**config.mk**
```make
export PLATFORM = sky130hd
export DESIGN_NAME = mul_issue_ctrl
export DESIGN_NICKNAME = d
export VERILOG_FILES = /design/src/rtl/mul_pkg.sv /design/src/rtl/mul_shift_add.sv /design/src/rtl/mul_issue_ctrl.sv
export SDC_FILE = /design/constraint.sdc
export NUM_CORES = 1
export LEC_CHECK = 0
export ABC_CLOCK_PERIOD_IN_PS = 11380
export BUFFER_PORTS_ARGS = -buffer_cell sky130_fd_sc_hd__buf_4
export CAP_MARGIN = 30
export CORE_MARGIN = 3
export CORE_UTILIZATION = 50
export DETAILED_ROUTE_END_ITERATION = 16
export PLACE_DENSITY_LB_ADDON = 0.3
export SETUP_SLACK_MARGIN = 0.4
export SLEW_MARGIN = 20
export SYNTH_ARGS = -nofsm -noshare
export SYNTH_HDL_FRONTEND = slang
export SYNTH_SLANG_ARGS = --single-unit
```
**constraint.sdc**
```tcl
create_clock -name Clk -period 11.38 [get_ports Clk]
set_clock_uncertainty 0.1 [all_clocks]
set_input_delay 0 -clock Clk [delete_from_list [all_inputs] [get_ports Clk]]
set_output_delay 0 -clock Clk [all_outputs]
set_load 0.05 [all_outputs]
```
**src/rtl/mul_pkg.sv**
```systemverilog
// mul_pkg
// Shared definitions for the iterative RV32M multiplier issue slice:
// default datapath width, the funct3 codes the block understands and the
// controller state encoding.
package mul_pkg;

    localparam int XLEN_DEF = 32;

    typedef enum logic [2:0] {
        F3_MUL    = 3'b000,
        F3_MULH   = 3'b001,
        F3_MULHSU = 3'b010,
        F3_MULHU  = 3'b011
    } funct3_t;

    typedef enum logic [1:0] {
        ST_IDLE = 2'd0,
        ST_CALC = 2'd1,
        ST_FIX  = 2'd2,
        ST_DONE = 2'd3
    } state_t;

endpackage

```
**src/rtl/mul_shift_add.sv**
```systemverilog
// mul_shift_add
// Unsigned shift-add multiplier core: one multiplier bit per step, LSB first,
// into a 2*XLEN-bit accumulator. Sign handling lives in the caller.
//
// Ports
//   Clk, Rst        clock, asynchronous active-high reset
//   start           load magnitudes, clear accumulator and counter
//   step            perform one shift-add iteration
//   a_mag, b_mag    unsigned multiplicand / multiplier magnitudes
//   done            high on the step that consumes the last multiplier bit
//   product         accumulator contents (final product after last step)
module mul_shift_add
    import mul_pkg::*;
#(
    parameter int XLEN = XLEN_DEF
) (
    input  logic                Clk,
    input  logic                Rst,
    input  logic                start,
    input  logic                step,
    input  logic [XLEN-1:0]     a_mag,
    input  logic [XLEN-1:0]     b_mag,
    output logic                done,
    output logic [2*XLEN-1:0]   product
);

    localparam int CNT_W = (XLEN > 1) ? $clog2(XLEN) : 1;

    logic [CNT_W-1:0]  cnt;
    logic [2*XLEN-1:0] acc;
    logic [2*XLEN-1:0] mcand;
    logic [XLEN-1:0]   mplier;

    assign done    = step && (cnt == CNT_W'(XLEN - 1));
    assign product = acc;

    always_ff @(posedge Clk or posedge Rst) begin
        if (Rst) begin
            cnt    <= '0;
            acc    <= '0;
            mcand  <= '0;
            mplier <= '0;
        end else if (start) begin
            cnt    <= '0;
            acc    <= '0;
            mcand  <= {{XLEN{1'b0}}, a_mag};
            mplier <= b_mag;
        end else if (step) begin
            if (mplier[0]) begin
                acc <= acc + mcand;
            end
            mcand  <= mcand << 1;
            mplier <= mplier >> 1;
            cnt    <= cnt + CNT_W'(1);
        end
    end

endmodule

```
**src/rtl/mul_issue_ctrl.sv**
```systemverilog
// mul_issue_ctrl
// Issue/handshake controller for an iterative RV32M multiply unit. Accepts one
// request at a time, converts operands to magnitudes, runs the shift-add core,
// applies the sign fix-up and presents the selected product half.
//
// Ports
//   Clk, Rst                clock, asynchronous active-high reset
//   in_valid / in_ready     request handshake (in_ready only in IDLE)
//   funct3, rs1, rs2        operation and operands
//   in_tag                  destination tag carried through
//   out_valid / out_ready   result handshake (out_valid only in DONE)
//   result, out_tag         selected product half and its tag
//   out_err                 request had an unsupported funct3 (bit 2 set)
//
// state | meaning
// IDLE  | waiting for a request, in_ready=1
// CALC  | one shift-add step per cycle, XLEN cycles
// FIX   | sign fix-up and half select into the output registers
// DONE  | result presented, waiting for out_ready
module mul_issue_ctrl
    import mul_pkg::*;
#(
    parameter int XLEN  = XLEN_DEF,
    parameter int TAG_W = 5
) (
    input  logic              Clk,
    input  logic              Rst,
    input  logic              in_valid,
    output logic              in_ready,
    input  logic [2:0]        funct3,
    input  logic [XLEN-1:0]   rs1,
    input  logic [XLEN-1:0]   rs2,
    input  logic [TAG_W-1:0]  in_tag,
    output logic              out_valid,
    input  logic              out_ready,
    output logic [XLEN-1:0]   result,
    output logic [TAG_W-1:0]  out_tag,
    output logic              out_err
);

    state_t state, state_nxt;

    logic start, step, load_res, calc_done;
    logic a_neg, b_neg;
    logic [XLEN-1:0]   a_mag, b_mag;
    logic [2*XLEN-1:0] product, fixed;
    logic [XLEN-1:0]   result_nxt;

    logic             neg_q;
    logic [2:0]       f3_q;
    logic [TAG_W-1:0] tag_q;

    always_ff @(posedge Clk or posedge Rst) begin
        if (Rst) begin
            state <= ST_IDLE;
        end else begin
            state <= state_nxt;
        end
    end

    always_comb begin
        state_nxt = state;
        in_ready  = 1'b0;
        out_valid = 1'b0;
        start     = 1'b0;
        step      = 1'b0;
        load_res  = 1'b0;
        case (state)
            ST_IDLE: begin
                in_ready = 1'b1;
                if (in_valid) begin
                    start     = 1'b1;
                    // Unsupported ops skip the multiply entirely.
                    state_nxt = funct3[2] ? ST_FIX : ST_CALC;
                end
            end
            ST_CALC: begin
                step = 1'b1;
                if (calc_done) begin
                    state_nxt = ST_FIX;
                end
            end
            ST_FIX: begin
                load_res  = 1'b1;
                state_nxt = ST_DONE;
            end
            ST_DONE: begin
                out_valid = 1'b1;
                if (out_ready) begin
                    state_nxt = ST_IDLE;
                end
            end
            default: state_nxt = ST_IDLE;
        endcase
    end

    // Operand signedness: rs1 signed for MUL/MULH/MULHSU, rs2 for MUL/MULH.
    // Unary minus of the most negative value yields the same bit pattern,
    // which is exactly its unsigned magnitude.
    always_comb begin
        a_neg = rs1[XLEN-1] && ((funct3 == F3_MUL) || (funct3 == F3_MULH) ||
                                (funct3 == F3_MULHSU));
        b_neg = rs2[XLEN-1] && ((funct3 == F3_MUL) || (funct3 == F3_MULH));
        a_mag = a_neg ? -rs1 : rs1;
        b_mag = b_neg ? -rs2 : rs2;
    end

    mul_shift_add #(.XLEN(XLEN)) u_core (
        .Clk     (Clk),
        .Rst     (Rst),
        .start   (start),
        .step    (step),
        .a_mag   (a_mag),
        .b_mag   (b_mag),
        .done    (calc_done),
        .product (product)
    );

    // Negating zero gives zero, so a zero product with neg_q set stays 0.
    always_comb begin
        fixed = neg_q ? -product : product;
        if (f3_q[2]) begin
            result_nxt = '0;
        end else if (f3_q == F3_MUL) begin
            result_nxt = fixed[XLEN-1:0];
        end else begin
            result_nxt = fixed[2*XLEN-1:XLEN];
        end
    end

    always_ff @(posedge Clk or posedge Rst) begin
        if (Rst) begin
            neg_q   <= 1'b0;
            f3_q    <= 3'b000;
            tag_q   <= '0;
            result  <= '0;
            out_tag <= '0;
            out_err <= 1'b0;
        end else begin
            if (start) begin
                neg_q <= a_neg ^ b_neg;
                f3_q  <= funct3;
                tag_q <= in_tag;
            end
            if (load_res) begin
                result  <= result_nxt;
                out_tag <= tag_q;
                out_err <= f3_q[2];
            end
        end
    end

endmodule

```
Word level (Yosys, flattened, before mapping) --
Cells that the tools add are included.
Storage, ports and cells: flip-flop bits (word level) 214, latch bits 0, memory bits (writable) 0, memory bits (read-only) 0, bits of input ports 76, output and inout bits 40, logic and storage cells 63, memories 0
Cells by class: $add $sub $neg 5, multipliers 0, divide/modulo/power cells 0, order comparisons 0, equality and inequality tests 9, shift operators 0, multiplexer cells 25, bitwise operators 1, reduce and logical (&&, ||, !) cells 12
Operators with widths (count):
- $mux 64 | 6
- $mux 32 | 6
- $add 64x64->64 | 1
- $neg 32->32 | 2
- $neg 64->64 | 1
- $mux 5 | 2
- $mux 2 | 4
- $pmux 2 s4 | 1
- $logic_not 3->1 | 2
- $mux 1 | 6
- $ne 2x2->1 const B | 3
- $add 5x1->5 const B | 1
- $eq 5x5->1 const B | 1
- $eq 2x2->1 const B | 2
- $reduce_bool 2->1 | 2
- $eq 3x1->1 const B | 1
- $eq 3x2->1 const B | 1
- $logic_and 1x1->1 | 3
- $reduce_and 3->1 | 1
- $eq 2x1->1 const B | 1
- $logic_not 2->1 | 1
- $logic_or 1x1->1 | 2
- $reduce_and 2->1 | 1
- $xor 1x1->1 | 1

Depth between registers and ports, before layout --
depth in word-level cells 6, depth in mapped cells 13, gate-level depth less buffers 13

By module --
From an unflattened synthesis, not the netlist that was laid out.
Second synthesis, totals: cell total of the unflattened synthesis 1888, area, all modules 15840.2 µm²
By module, submodules not included:
- mul_shift_add | times used 1, cells an instance 1231, area an instance 10631.4 µm², seq. area each 4129.0 µm²
- mul_issue_ctrl | times used 1, cells an instance 657, area an instance 5208.7 µm², seq. area each 1226.2 µm²

Least setup slack after synthesis --
No wires, ideal clock.
path kind flip-flop to flip-flop, start point register u_core.acc[0], in the netlist u_core.product[0], end point register u_core.acc[62], in the netlist u_core.product[62], library setup time 0.069 ns, data arrival time 3.213 ns, required time 11.211 ns, slack 7.998 ns, cell stages (with the launch flop) 14, buffers on the path 0, clock period less this slack 3.382 ns, cells stage by stage dfrtp_1 > ha_1 > fa_1 > a21oi_1 > nand4b_1 > a21oi_1 > o21bai_1 > a21boi_0 > o21bai_1 > a211oi_1 > o21ai_0 > o31a_1 > or4_1 > nand3_1
Between the ends: cells in the longest elaborated chain, start to end 4
RTL lines:
- start: declaration | line mul_shift_add.sv:30 | logic [2*XLEN-1:0] acc;
- start signal: assignment | line mul_shift_add.sv:50 | acc <= acc + mcand;
- $add 64x64->64 | line mul_shift_add.sv:50
- $mux 64 | line mul_shift_add.sv:49 | if (mplier[0]) begin
- $mux 64 | line mul_shift_add.sv:48 | end else if (step) begin
- $mux 64 | line mul_shift_add.sv:43 | end else if (start) begin
No other way between the ends. The select of a mux whose other input is x is not followed. A chain may end at the register's enable or synchronous reset.

Worst setup path after layout --
start point input rs2[4], end point register u_core.mplier[29]
Between the ends: cells in the longest elaborated chain, start to end 3
RTL lines:
- start: declaration | line mul_issue_ctrl.sv:32 | input logic [XLEN-1:0] rs2,
- $neg 32->32 | line mul_issue_ctrl.sv:105 | b_mag = b_neg ? -rs2 : rs2;
- $mux 32 | line mul_issue_ctrl.sv:105
- $mux 32 | line mul_shift_add.sv:43
- end signal: assignment | line mul_shift_add.sv:47 | mplier <= b_mag;
- end signal: assignment | line mul_shift_add.sv:53 | mplier <= mplier >> 1;
- end: declaration | line mul_shift_add.sv:32 | logic [XLEN-1:0] mplier;
No other way between the ends.

==> flow_summary.json <==
{
  "reg2reg_to": "u_core.product[62]$_DFFE_PP0P_",
  "syn_inst": 1809,
  "cpMaxStageDelayCell": "o41ai_2",
  "critPathLaunch": "rs2[4]",
  "cp-start-kind": "input pin",
  "reg2reg_from": "u_core.product[0]$_DFFE_PP0P_",
  "drtAntennaViolNets": 0,
  "switchingPower_mw": 2.41,
  "ys_async_sr_fraction": 1.00,
  "cp.depth": 14,
  "coreArea_mm2": 0.0298,
  "synth.distinct_cells": 65,
  "drtPass1Iterations": 5,
  "area_growth_pct": 21.3,
  "clk_latency_ns": 0.53,
  "seqPwrFrac": 0.277,
  "path_max_fanout": 7,
  "start_util": 0.510,
  "synth.net_count": 1958,
  "post_cts_resized": 0,
  "cts_made_buffers": 24,
  "ir_worst_vdd_mv": 0.126,
  "synth_flop_cell": "dfrtp_1",
  "power.share.clock": 0.158,
  "pin_count": 116,
  "overflow": 0,
  "slew_violations": 0,
  "synth_top_area_frac": 0.352,
  "nNetsFinal": 2140,
  "via_per_inst": 5.92,
  "crit_end": "u_core.mplier[29]$_DFFE_PP0P_",
  "ys_seq_elements": 214,
  "end_kind": "register",
  "intPower_mw": 2.64,
  "p_sw_frac": 0.478,
  "p_per_area_mw_per_mm2": 274,
  "grt_pass1_vias": 13694,
  "n_antenna_cell": 0,
  "dp_cells": 2227,
  "synth.avg_cell_area_um2": 8.40,
  "cts_setup_buffers": 0,
  "yosys_warnings": 0,
  "crit_type": "input pin to register",
  "ctsHoldBuffers": 126,
  "rows": 63,
  "place_congestion": 0.975,
  "fin_area_mm2": 0.0184,
  "fmax_mhz": 236,
  "outcome": "complete, no violations",
  "reg2reg_slack_ns": 7.16,
  "worst_pin_slew_ns": 0.954,
  "cts.htree.levels": 1,
  "path_buf_inv": 3,
  "setup_tns_ns": 0,
  "reg2regPathDepth": 13,
  "hold_viol_final": 0,
  "drt-total-wl_mm": 43.2,
  "cts_sinks": 214,
  "drtIter0Drc": 1191,
  "grt_start_max_net_pins": 82,
  "cpPeakStageDelay_ns": 0.63,
  "p_leak_nw": 8.36,
  "fp.dieW_um": 180,
  "yosysSeqAreaShare": 0.352,
  "final-instance-count-excl-fill": 2398,
  "maxCapViolations": 0,
  "p_comb_frac": 0.565,
  "antenna_found_initial": 0,
  "rsz0062_at_grt": "no",
  "portBuffers": 115,
  "period_needed_ns": 4.24,
  "synth.area.top_cells": "dfrtp_1 (35%), nand2_1 (6.9%), mux2i_1 (6.1%), ha_1 (5.9%), o21ai_0 (5.8%)",
  "syn_area_mm2": 0.0152,
  "cts_root_buffer": "clkbuf_16",
  "wl_per_cell_um": 18.0,
  "synth.most_common_cell": "nand2_1",
  "path_clk_slew_ns": 0.06,
  "worst_path_most_repeated_cell": "nand2_1",
  "slew-limit-headroom": 0.363,
  "yosys-top-cells-count": "nand2_1 (278), dfrtp_1 (214), o21ai_0 (176), a21oi_1 (130), nor2_1 (114)",
  "path_cells": "dlygate4sd3_1, buf_4, or4_1, nor4_1, nand2_1, nor4_1, nand2_1, o41ai_2, o21ai_0, a21oi_1, xnor2_1, dlygate4sd3_1, nand2_1, o21ai_0",
  "synth_edf_count": 0,
  "globalRouteTotalUtil": 0.257,
  "grt_first_pass_wirelength_mm": 70.2,
  "finalSetupViolCount": 0,
  "p_total_mw": 5.05,
  "remaining_drc_errors": 0,
  "finalCritPeriodShare": 0.373,
  "required_ns": 11.73,
  "place_area_mm2": 0.0163,
  "cp_top_family": "simple AND/OR/NAND/NOR gates",
  "clockBufferDepth": 3,
  "crit_arrival_ns": 4.59,
  "hold_class": "input pin to register",
  "yosysTopAreaCell": "dfrtp_1",
  "drive_gt1_frac": 0.100,
  "vias": 14199,
  "die_height_um": 180,
  "die_area_mm2": 0.0325,
  "hpwl_mm": 30.3,
  "cts_tree": "done"
}
## flip-flops by register name (all words and copies together) (netlist names)
name            flops
f3_q                3
neg_q               1
out_err             1
out_tag             5
result             32
state               2
tag_q               5
u_core.cnt          5
u_core.mcand       64
u_core.mplier      32
u_core.product     64
## cells by family after synthesis
| family | count (synthesis) | share of synthesized area |
|---|---|---|
| AOI/OAI and AO/OA | 511 | 0.205 |
| and+or+nand+nor | 585 | 0.177 |
| buffers and inverters | 153 | 0.0383 |
| adders and majority gates | 73 | 0.0606 |
| xor gates and xnor gates | 174 | 0.100 |
| muxes | 99 | 0.0657 |
| DFF | 214 | 0.352 |
## worst min-delay path: cells and delay by family
kind,cells,cell delay [ns]
compound gates,1,0.07
buf+inv,2,0.67
simple gates,1,0.06
## worst min path at each step
stage	cells past startpoint	slack, ns	start	end
finish	4	0.20	rs2[0]	u_core.mplier[0]$_DFFE_PP0P_
global route	4	0.23	rs2[0]	u_core.mplier[0]$_DFFE_PP0P_
CTS	4	0.17	rs2[0]	u_core.mplier[0]$_DFFE_PP0P_
detailed placement	2	-0.02	Rst	result[7]$_DFFE_PP0P_
global placement	2	-0.01	Rst	result[7]$_DFFE_PP0P_
floorplan	2	0.005	funct3[0]	f3_q[0]$_DFFE_PP0P_
## cell type report
type | count | area [um2]
Fill cell | 2500 | 11400
Multi-Input combinational cell | 1442 | 9290
Sequential cell | 214 | 5360
Timing Repair Buffer | 257 | 2280
Clock buffer | 31 | 657
Tap cell | 390 | 488
Inverter | 52 | 203
Clock inverter | 12 | 159
## per-stage QoR
step	util	hold slack (ns)	worst slack, ns
floorplan	-	0.00544	5.43
global placement	0.547	-0.0136	7.30
detailed placement	0.547	-0.0202	7.24
CTS	0.617	0.167	7.21
global route	0.618	0.229	6.85
finish	0.618	0.197	7.14
## power groups by stage
stage	Combinational [mW]	Sequential (mW)	Clock (mW)
final	2.85	1.40	0.799
after detailed placement	2.72	1.40	0
after floorplan	1.87	1.49	0
after CTS	2.80	1.39	0.814
after global routing	3.12	1.44	0.845
after global placement	2.67	1.39	0
## layer usage
layer / up-vias / track usage / wire, um
met3: 85 / 0.0384 / 2970
li1: 6818 / - / -
met4: 0 / 0.0743 / 1200
met2: 532 / 0.417 / 19600
met5: - / 0 / 0
met1: 6764 / 0.359 / 19400
## cells in the final DEF (no fill, tap or decap), types with 5 or more instances in the layout
cell and n:
a21o_1 35, nand4_1 19, a31oi_1 11, inv_1 51
o31ai_1 25, a22o_1 6, a211oi_1 12, nor3_1 24
buf_4 129, o21ai_0 176, dfrtp_1 213, or3_1 11
dlygate4sd3_1 126, nand2b_1 27, mux2_2 6, clkinvlp_4 5
nor2_1 113, or2_2 6, xnor2_1 90, nor2b_1 11
o21a_1 9, a21boi_0 5, nor4_1 17, a21oi_1 130
o211ai_1 7, o41ai_1 17, and3_1 11, o221ai_1 13
nand3_1 24, or4_1 15, clkbuf_16 24, o22ai_1 24
mux2i_1 93, ha_1 71, nand2_1 278, xor2_1 84
o21bai_1 14
No activity file was read; power rests on OpenSTA's default activity.
